$ cat src/rtl/nes_joypad_pkg.sv
// Shared constants for the NES joypad port: button bit positions,
// shift-register fill value and the start-button polarity mask.
package nes_joypad_pkg;

   // Button positions inside every 8-bit pad vector
   localparam int BTN_A      = 0;
   localparam int BTN_B      = 1;
   localparam int BTN_SELECT = 2;
   localparam int BTN_START  = 3;
   localparam int BTN_UP     = 4;
   localparam int BTN_DOWN   = 5;
   localparam int BTN_LEFT   = 6;
   localparam int BTN_RIGHT  = 7;

   // Value shifted in behind the eight buttons: reads 9+ return 1
   localparam logic SH_FILL = 1'b1;

   // The onboard start button is wired active-low
   localparam logic [7:0] START_INV_MASK = 8'h08;

endpackage

$ cat src/rtl/button_debounce.sv
// One onboard button: 2-flop synchronizer followed by a stability counter.
// The accepted level only follows the synchronized sample after it has
// disagreed with the accepted level for C_debounce_cycles consecutive cycles.
module button_debounce #(
   parameter int   C_debounce_cycles = 250000,
   parameter logic C_reset_level     = 1'b0
) (
   input  logic clock,
   input  logic reset_n,
   input  logic raw_i,
   output logic level_o
);

   localparam int CNT_W = (C_debounce_cycles > 1) ? $clog2(C_debounce_cycles) : 1;
   localparam logic [CNT_W-1:0] CNT_MAX = CNT_W'(C_debounce_cycles - 1);

   logic             sync1_q, sync2_q;
   logic             level_q, level_d;
   logic [CNT_W-1:0] cnt_q, cnt_d;

   // Count cycles of disagreement; any agreeing sample restarts the count
   always_comb begin
      cnt_d   = '0;
      level_d = level_q;
      if (sync2_q != level_q) begin
         if (cnt_q == CNT_MAX) begin
            level_d = sync2_q;
            cnt_d   = '0;
         end else begin
            cnt_d = cnt_q + CNT_W'(1);
         end
      end
   end

   // Synchronizer, counter and accepted level; reset to the released level
   always_ff @(posedge clock) begin
      if (!reset_n) begin
         sync1_q <= C_reset_level;
         sync2_q <= C_reset_level;
         level_q <= C_reset_level;
         cnt_q   <= '0;
      end else begin
         sync1_q <= raw_i;
         sync2_q <= sync1_q;
         level_q <= level_d;
         cnt_q   <= cnt_d;
      end
   end

   assign level_o = level_q;

endmodule

$ cat src/rtl/nes_joypad_port.sv
// NES controller port: merges debounced onboard buttons with a USB pad,
// serializes the result on the $4016 strobe/clock protocol, or passes an
// external NES pad straight through when C_use_external is set.
module nes_joypad_port
   import nes_joypad_pkg::*;
#(
   parameter int   C_debounce_cycles = 250000,
   parameter logic C_use_external    = 1'b0
) (
   input  logic       clock,
   input  logic       reset_n,
   input  logic [7:0] btn_raw,
   input  logic [7:0] usb_buttons,
   input  logic       joy_strobe,
   input  logic       joy_clock,
   input  logic       ext_joy_data,
   output logic       joy_bit,
   output logic [7:0] pad_state
);

   logic [7:0] deb_lvl;
   logic [7:0] usb_s1_q, usb_s2_q, usb_prev_q;
   logic [7:0] usb_acc_q, usb_acc_d;
   logic [7:0] pad_q, pad_d;
   logic [7:0] sh_q, sh_d;
   logic       last_clk_q;
   logic       joy_fall;
   logic       ext_s1_q, ext_s2_q;

   // Per-button debounce; start idles high because its switch is active-low
   for (genvar gi = 0; gi < 8; gi++) begin : g_btn
      button_debounce #(
         .C_debounce_cycles (C_debounce_cycles),
         .C_reset_level     ((gi == BTN_START) ? 1'b1 : 1'b0)
      ) u_deb (
         .clock   (clock),
         .reset_n (reset_n),
         .raw_i   (btn_raw[gi]),
         .level_o (deb_lvl[gi])
      );
   end

   // joy_strobe/joy_clock come from this clock domain, so no synchronizer
   assign joy_fall = !joy_clock && last_clk_q;

   // Next-state for USB acceptance, merged pad vector and shift register
   always_comb begin
      usb_acc_d = usb_acc_q;
      if (usb_s2_q == usb_prev_q) begin
         usb_acc_d = usb_s2_q;
      end

      pad_d = (deb_lvl ^ START_INV_MASK) | usb_acc_q;

      sh_d = sh_q;
      if (joy_strobe) begin
         sh_d = pad_q;
      end else if (joy_fall) begin
         sh_d = {SH_FILL, sh_q[7:1]};
      end
   end

   // All state registers; the external-pad synchronizer idles released (1)
   always_ff @(posedge clock) begin
      if (!reset_n) begin
         usb_s1_q   <= '0;
         usb_s2_q   <= '0;
         usb_prev_q <= '0;
         usb_acc_q  <= '0;
         pad_q      <= '0;
         sh_q       <= '0;
         last_clk_q <= 1'b0;
         ext_s1_q   <= 1'b1;
         ext_s2_q   <= 1'b1;
      end else begin
         usb_s1_q   <= usb_buttons;
         usb_s2_q   <= usb_s1_q;
         usb_prev_q <= usb_s2_q;
         usb_acc_q  <= usb_acc_d;
         pad_q      <= pad_d;
         sh_q       <= sh_d;
         last_clk_q <= joy_clock;
         ext_s1_q   <= ext_joy_data;
         ext_s2_q   <= ext_s1_q;
      end
   end

   assign pad_state = pad_q;
   assign joy_bit   = C_use_external ? !ext_s2_q : sh_q[0];

endmodule

$ cat config.mk
export PLATFORM = sky130hd
export DESIGN_NAME = nes_joypad_port
export DESIGN_NICKNAME = d
export VERILOG_FILES = /design/src/rtl/nes_joypad_pkg.sv /design/src/rtl/button_debounce.sv /design/src/rtl/nes_joypad_port.sv
export SDC_FILE = /design/constraint.sdc
export NUM_CORES = 1
export LEC_CHECK = 0
export BUFFER_PORTS_ARGS = -buffer_cell sky130_fd_sc_hd__buf_2
export CAP_MARGIN = 20
export CORE_MARGIN = 2
export CORE_UTILIZATION = 40
export DETAILED_ROUTE_END_ITERATION = 16
export GPL_TIMING_DRIVEN = 0
export SLEW_MARGIN = 30
export SYNTH_ARGS = -nofsm -noshare
export SYNTH_HDL_FRONTEND = slang
export SYNTH_SLANG_ARGS = --single-unit
$ cat constraint.sdc
create_clock -name clock -period 4.6 [get_ports clock]
set_input_delay 0.46 -clock clock [delete_from_list [all_inputs] [get_ports clock]]
set_output_delay 0.46 -clock clock [all_outputs]
set_load 0.03 [all_outputs]
==> results of run 1 <==
-- where the power goes --
part           internal (mW)  switching, mW  total, mW
logic                 0.0329         0.0498     0.0827
registers               1.90         0.0105       1.91
clock network           1.14          0.750       1.89
-- final cells by class --
cell class | instances | area (sq um) | share of cell area (%)
buffer | 26 | 120 | 1.18
clock buffer | 35 | 723 | 7.10
clock inverter | 7 | 68.8 | 0.676
inverter | 36 | 135 | 1.33
multi-input combinational | 703 | 4310 | 42.3
sequential | 217 | 4340 | 42.7
tap | 280 | 350 | 3.44
timing repair buffer | 26 | 130 | 1.28
-- Yosys cell counts, types with 2 or more instances --
| master | number | share of area [%] |
|---|---|---|
| buf_2 | 3 | 0.17 |
| buf_1 | 2 | 0.084 |
| and4_1 | 4 | 0.39 |
| nor2b_1 | 2 | 0.14 |
| nand4_1 | 39 | 2.7 |
| o41ai_2 | 3 | 0.55 |
| nor4b_1 | 8 | 0.79 |
| or3b_2 | 2 | 0.20 |
| mux2i_1 | 19 | 2.1 |
| ha_1 | 8 | 1.1 |
| and3_1 | 6 | 0.42 |
| nor2_1 | 173 | 7.3 |
| nor4_1 | 49 | 3.4 |
| or3_1 | 9 | 0.63 |
| nand2b_1 | 3 | 0.21 |
| nand2_1 | 61 | 2.6 |
| or4_1 | 10 | 0.84 |
| nand3_1 | 51 | 2.9 |
| xor2_1 | 40 | 3.9 |
| o21ai_0 | 6 | 0.34 |
| xnor2_1 | 91 | 8.9 |
| o41ai_1 | 3 | 0.29 |
| or4b_2 | 3 | 0.34 |
| clkbuf_1 | 18 | 0.76 |
| buf_6 | 2 | 0.25 |
| inv_1 | 36 | 1.5 |
| or2_2 | 3 | 0.21 |
| a21oi_1 | 16 | 0.90 |
| o211ai_2 | 3 | 0.42 |
| o31ai_1 | 6 | 0.51 |
| o21a_1 | 2 | 0.17 |
| nor3_1 | 30 | 1.7 |
| dfxtp_1 | 217 | 49 |
| mux2_2 | 7 | 0.88 |
| and2_1 | 37 | 2.6 |
-- state kept, by name (all words and copies together) (netlist names) --
register	flops
g_btn.u_deb.cnt_q	144
g_btn.u_deb.level_o	8
g_btn.u_deb.sync1_q	8
g_btn.u_deb.sync2_q	8
last_clk_q	1
pad_state	8
sh_q	8
usb_acc_q	8
usb_prev_q	8
usb_s1_q	8
usb_s2_q	8
-- layer usage --
metal | vias to the layer above | part of all wire [%]
met5 | - | 0
met4 | 0 | 2.0
met3 | 25 | 3.6
met2 | 84 | 44
met1 | 3026 | 50
li1 | 3486 | -
-- through the flow --
step	power, mW	utilization (%)	setup slack, ns	hold slack [ns]	instance area (sq um)
6_report	3.89	46.7	2.32	0.154	10200
3_3_place_gp	2.04	43.0	2.30	0.415	9390
4_1_cts	3.95	46.7	2.26	0.127	10200
3_5_place_dp	2.04	43.0	2.29	0.421	9390
2_1_floorplan	2.01	-	2.66	0.386	8910
5_1_grt	4.04	46.7	2.09	0.135	10200
-- critical path: cells and delay by family, from the launching register on --
family,cells,cell delay (ns)
flops,1,0.37
compound gates,1,0.74
buf+inv,1,0.46
fa+ha+maj,1,0.22
simple gates,2,0.37
-- worst paths after layout --
check / start / end / slack, ns / cells after the start
hold reg to reg: g_btn[3].u_deb.sync1_q$_SDFF_PN1_ / g_btn[3].u_deb.sync2_q$_SDFF_PN1_ / 0.42 / 1
setup reg to reg: g_btn[2].u_deb.cnt_q[0]$_SDFF_PP0_ / g_btn[2].u_deb.cnt_q[9]$_SDFF_PP0_ / 2.32 / 5
setup / recovery: g_btn[2].u_deb.cnt_q[0]$_SDFF_PP0_ / g_btn[2].u_deb.cnt_q[9]$_SDFF_PP0_ / 2.32 / 5
hold / removal: btn_raw[3] / g_btn[3].u_deb.sync1_q$_SDFF_PN1_ / 0.15 / 2
-- kinds of logic after synthesis --
group | Yosys count
buffers and inverters | 62
AO/OA/AOI/OAI | 43
AND/OR/NAND/NOR | 495
adder cells (fa/ha/maj) | 8
multiplexers | 26
XOR/XNOR | 131
flip-flops | 217
==> impl_metrics.ini, run 1 <==
[outcome]
outcome = completed

[power]
p_per_area_nw_per_um2 = 382
vdd_ir_drop_max_mv = 0.237
leakage_nw = 3.36

[global_routing]
first_global_vias = 6413
overflow = 0
met2_usage_pct = 24.0
track_usage_pct = 14.9
grt_pass1_wl_microns = 30000
antenna_found_initial = 0
use_met1_pct = 20.4
busiest_layer = met2
use_met3_pct = 2.84
grt_max_degree = 14

[sta]
period_minus_slack_ns = 2.28
tightest_slew_ns = 0.790
slew_violations = 0
slew_headroom_pct = 46.8
fin_setup_tns_ns = 0
setup_viol = 0
fmax_ghz = 0.438
skew_ns = 0.0108
hold_violations = 0
period_share_pct = 49.6
grt_setup_unrepaired = no

[clock_tree]
cts_root_buffer = clkbuf_16
post-cts-setup-buffers = 0
cts_sinks = 217
cts_hold_buf = 0
clk_pin_slew_ns = 0.06
cts_buffers = 24
cts_resized = 0
htreeDepth = 1
cts_tree = yes
clkLatencyLatePin_ns = 0.51
clockBufferDepth = 3

[floorplan]
io-pin-count = 30
die_x_microns = 153
rows = 54
dieArea_sq_um = 23500
start_util_pct = 40.8
core_sq_um = 21800
die_h_microns = 153

[route]
drtAntennaViolNets = 0
drt_drc_violations_left = 0
drt_first_iter_violations = 217
dr.pass1.iters = 6
wl_per_cell_microns = 13.0
vias = 6621
routed_via_density = 4.98
wl_microns = 17300

[cells_and_area]
final_cell_mix = dfxtp_1 (217), nor2_1 (173), xnor2_1 (91), nand2_1 (61), nand3_1 (51)
antennaDiodeCount = 0
final_nets = 1063
syn_to_final_growth_pct = 14.3
fillCellCount = 2124
final_common_cell = dfxtp_1
final_cell_count_no_fill = 1330
drive_gt1_share_pct = 8.86

[synthesis]
ys.flop_type = dfxtp_1
synthArstFlopShare_pct = 0
netlist-cell-type-count = 45
synth-compound-area-share_pct = 3.51
synth_fa_ha_area_share_pct = 1.12
syn_nets = 1011
synthCells = 982
syn_area_per_cell_sq_um = 9.08
yosys_warnings = 0
syn_area_sq_um = 8910
synth-edff-count = 0
synth_top_family_by_area = simple AND/OR/NAND/NOR gates
yosysSeqAreaShare_pct = 48.7
synth-simple-area-share_pct = 27.9
synth-seq-cells = 217
synth_xor_xnor_area_share_pct = 12.9
muxShareOfSynthArea_pct = 3.02

[placed_design]
gp_congestion = 0.771
dp_hpwl_microns = 11900
place_inst = 1288
portBuffers = 26

[worst_setup_path]
worst_setup_path_end_kind = flip-flop
max_stage_delay_ns = 0.74
crit_fanout = 10
critPathSlowestCell = o41ai_2
crit_chain = ha_1 > nand3_1 > o41ai_2 > clkbuf_1 > nor2_1
start_kind = flip-flop
crit_type = flip-flop to flip-flop
arrival_ns = 2.66
critPathRequiredTime_ns = 4.98

[min_path]
hold_class = primary input to flip-flop

[job]
maxCapViolCount = 0
No activity file was read; power rests on OpenSTA's default activity.
==> run 2: changes to the inputs <==
--- a/config.mk
+++ b/config.mk
@@ -5,6 +5,7 @@
 export SDC_FILE = /design/constraint.sdc
 export NUM_CORES = 1
 export LEC_CHECK = 0
+export ABC_AREA = 1
 export BUFFER_PORTS_ARGS = -buffer_cell sky130_fd_sc_hd__buf_2
 export CAP_MARGIN = 20
 export CORE_MARGIN = 2
==> constraint.sdc (replaced) <==
create_clock -name clock -period 2 [get_ports clock]
set_input_delay 0.2 -clock clock [delete_from_list [all_inputs] [get_ports clock]]
set_output_delay 0.2 -clock clock [all_outputs]
set_load 0.03 [all_outputs]
==> impl_metrics.ini, run 2 <==
[outcome]
outcome = completed

[route]
routed_via_density = 4.53
drtAntennaViolNets = 0
dr.pass1.iters = 5
drt_first_iter_violations = 381
wl_microns = 19800
vias = 8164
drt_drc_violations_left = 0
wl_per_cell_microns = 11.0

[cells_and_area]
fin_util_pct = 47.3
final_common_cell = nand2_1
largest_reg_flops = 144
regMostFlops = g_btn.u_deb.cnt_q
syn_to_final_growth_pct = 16.7
antennaDiodeCount = 0
final_nets = 1489
drive_gt1_share_pct = 9.80
fillCellCount = 2508
final_cell_count_no_fill = 1803
design_area_sq_um = 11500
final_cell_mix = nand2_1 (355), nor2_1 (275), dfxtp_1 (217), inv_1 (167), a21oi_1 (66)
regArea_sq_um = 4340
multiInputGateArea_sq_um = 4710

[floorplan]
die_x_microns = 161
io-pin-count = 30
rows = 57
die_h_microns = 161
core_sq_um = 24200
dieArea_sq_um = 25800
start_util_pct = 40.5

[global_routing]
grt_pass1_wl_microns = 34000
antenna_found_initial = 0
overflow = 0
track_usage_pct = 15.4
first_global_vias = 7510
grt_max_degree = 13

[clock_tree]
cts_hold_buf = 17
cts_root_buffer = clkbuf_16
htreeDepth = 1
cts_sinks = 217
cts_resized = 0
clkLatencyLatePin_ns = 0.52
post-cts-setup-buffers = 0
cts_buffers = 26
cts_tree = yes
clockBufferDepth = 3
clk_pin_slew_ns = 0.06

[synthesis]
synth_common_cells = nand2_1 (355), nor2_1 (275), dfxtp_1 (217)
yosysSeqAreaShare_pct = 44.2
syn_area_sq_um = 9830
yosys_warnings = 0
synth-seq-cells = 217
synth.most_common_cell = nand2_1
syn_nets = 1417
synthCells = 1388
synth_area_leaders = dfxtp_1 (44%), nand2_1 (14%), nor2_1 (11%)
yosys.area.top_type = dfxtp_1
synth-edff-count = 0
netlist-cell-type-count = 30
ys.flop_type = dfxtp_1
syn_area_per_cell_sq_um = 7.08
synth_top_area_share_pct = 44.2
synthArstFlopShare_pct = 0

[min_path]
whs_path_depth = 3
hold_start = joy_strobe
hold_class = primary input to flip-flop
holdPathEnd = sh_q[0]$_SDFFE_PN0P_

[power]
pwr-share-clk_pct = 51.2
p_per_area_nw_per_um2 = 852
seq_power_share_pct = 45.5
internal_power_mw = 7.71
vdd_ir_drop_max_mv = 0.624
leakage_nw = 4.24
p_comb_share_pct = 3.3
netSwitchingPower_mw = 2.06
swShare_pct = 21.1

[worst_setup_path]
reg2reg_depth = 9
arrival_ns = 2.20
r2r_start = g_btn[3].u_deb.cnt_q[0]$_SDFF_PP0_
critPathRequiredTime_ns = 2.40
worst_setup_path_end_kind = flip-flop
reg2reg_setup_slack_ns = 0.20
start_kind = flip-flop
crit_fanout = 10
crit_type = flip-flop to flip-flop
reg2reg_to = g_btn[3].u_deb.cnt_q[15]$_SDFF_PP0_

[sta]
grt_setup_unrepaired = no
hold_slack_ns = 0.123
slew_headroom_pct = 58.0
hold_violations = 0
setup_viol = 0
period_share_pct = 89.8
slew_violations = 0
period_minus_slack_ns = 1.80
tightest_slew_ns = 0.630
fin_setup_tns_ns = 0
skew_ns = 0.00946
fmax_ghz = 0.557

[job]
maxCapViolCount = 0

[placed_design]
portBuffers = 27
place_area_sq_um = 10400
gp_congestion = 0.839
place_inst = 1739
dp_hpwl_microns = 14500
run 2: cell count changes after synthesis, moves of 37 or more:
cell / delta
nand2_1: +294
nor2_1: +102
and2_1: -37
nor4_1: -49
a21oi_1: +50
xnor2_1: -68
inv_1: +131
run 2: worst max-delay path by stage:
stage,startpoint,end,slack (ns),depth (start not counted)
floorplan,g_btn[2].u_deb.cnt_q[0]$_SDFF_PP0_,g_btn[2].u_deb.cnt_q[11]$_SDFF_PP0_,0.46,8
global placement,g_btn[3].u_deb.cnt_q[0]$_SDFF_PP0_,g_btn[3].u_deb.cnt_q[14]$_SDFF_PP0_,0.22,9
detailed placement,g_btn[3].u_deb.cnt_q[0]$_SDFF_PP0_,g_btn[3].u_deb.cnt_q[10]$_SDFF_PP0_,0.18,9
CTS,g_btn[3].u_deb.cnt_q[0]$_SDFF_PP0_,g_btn[3].u_deb.cnt_q[17]$_SDFF_PP0_,0.16,9
global route,g_btn[3].u_deb.cnt_q[0]$_SDFF_PP0_,g_btn[3].u_deb.cnt_q[15]$_SDFF_PP0_,0.05,9
finish,g_btn[3].u_deb.cnt_q[0]$_SDFF_PP0_,g_btn[3].u_deb.cnt_q[15]$_SDFF_PP0_,0.20,9
run 2: power by group through the flow:
| stage | registers, mW | logic [mW] | clock network, mW |
|---|---|---|---|
| floorplan | 4.55 | 0.192 | 0 |
| global placement | 4.54 | 0.301 | 0 |
| detailed placement | 4.54 | 0.304 | 0 |
| CTS | 4.44 | 0.330 | 5.14 |
| global route | 4.45 | 0.367 | 5.31 |
| finish | 4.44 | 0.323 | 5.01 |
run 2: logic make-up after synthesis:
family	synth area share (%)
simple gates	36.2
xor+xnor	5.97
fa+ha+maj	1.02
buf+inv	7.82
compound gates	4.79
flops	44.2
run 2: layout make-up:
class                      instances  area share, %
timing repair buffer              44           2.66
inverter                         169           5.53
tap                              324           3.53
sequential                       217           37.9
clock inverter                    12           1.45
clock buffer                      35           6.68
multi-input combinational        985           41.1
buffer                            17           1.17
run 2: critical path, cell delays in order, from the launching register on:
cell     delay (ns)
dfxtp_1        0.42
ha_1           0.21
nand2_2        0.09
nor2_4         0.15
inv_2          0.05
nor2_1         0.20
nand3_2        0.15
nand2_2        0.19
buf_6          0.17
a21oi_1        0.05
run 2: metal layers:
metal / track usage [%] / routed length (microns)
met5: 0 / 0
met4: 4.26 / 461
met3: 2.51 / 660
met2: 25.6 / 8760
met1: 20.6 / 9940
run 2: stage by stage:
step / total power [mW] / setup WS [ns]
2_1_floorplan: 4.74 / 0.464
3_3_place_gp: 4.84 / 0.215
3_5_place_dp: 4.84 / 0.176
4_1_cts: 9.91 / 0.159
5_1_grt: 10.1 / 0.0491
6_report: 9.77 / 0.204
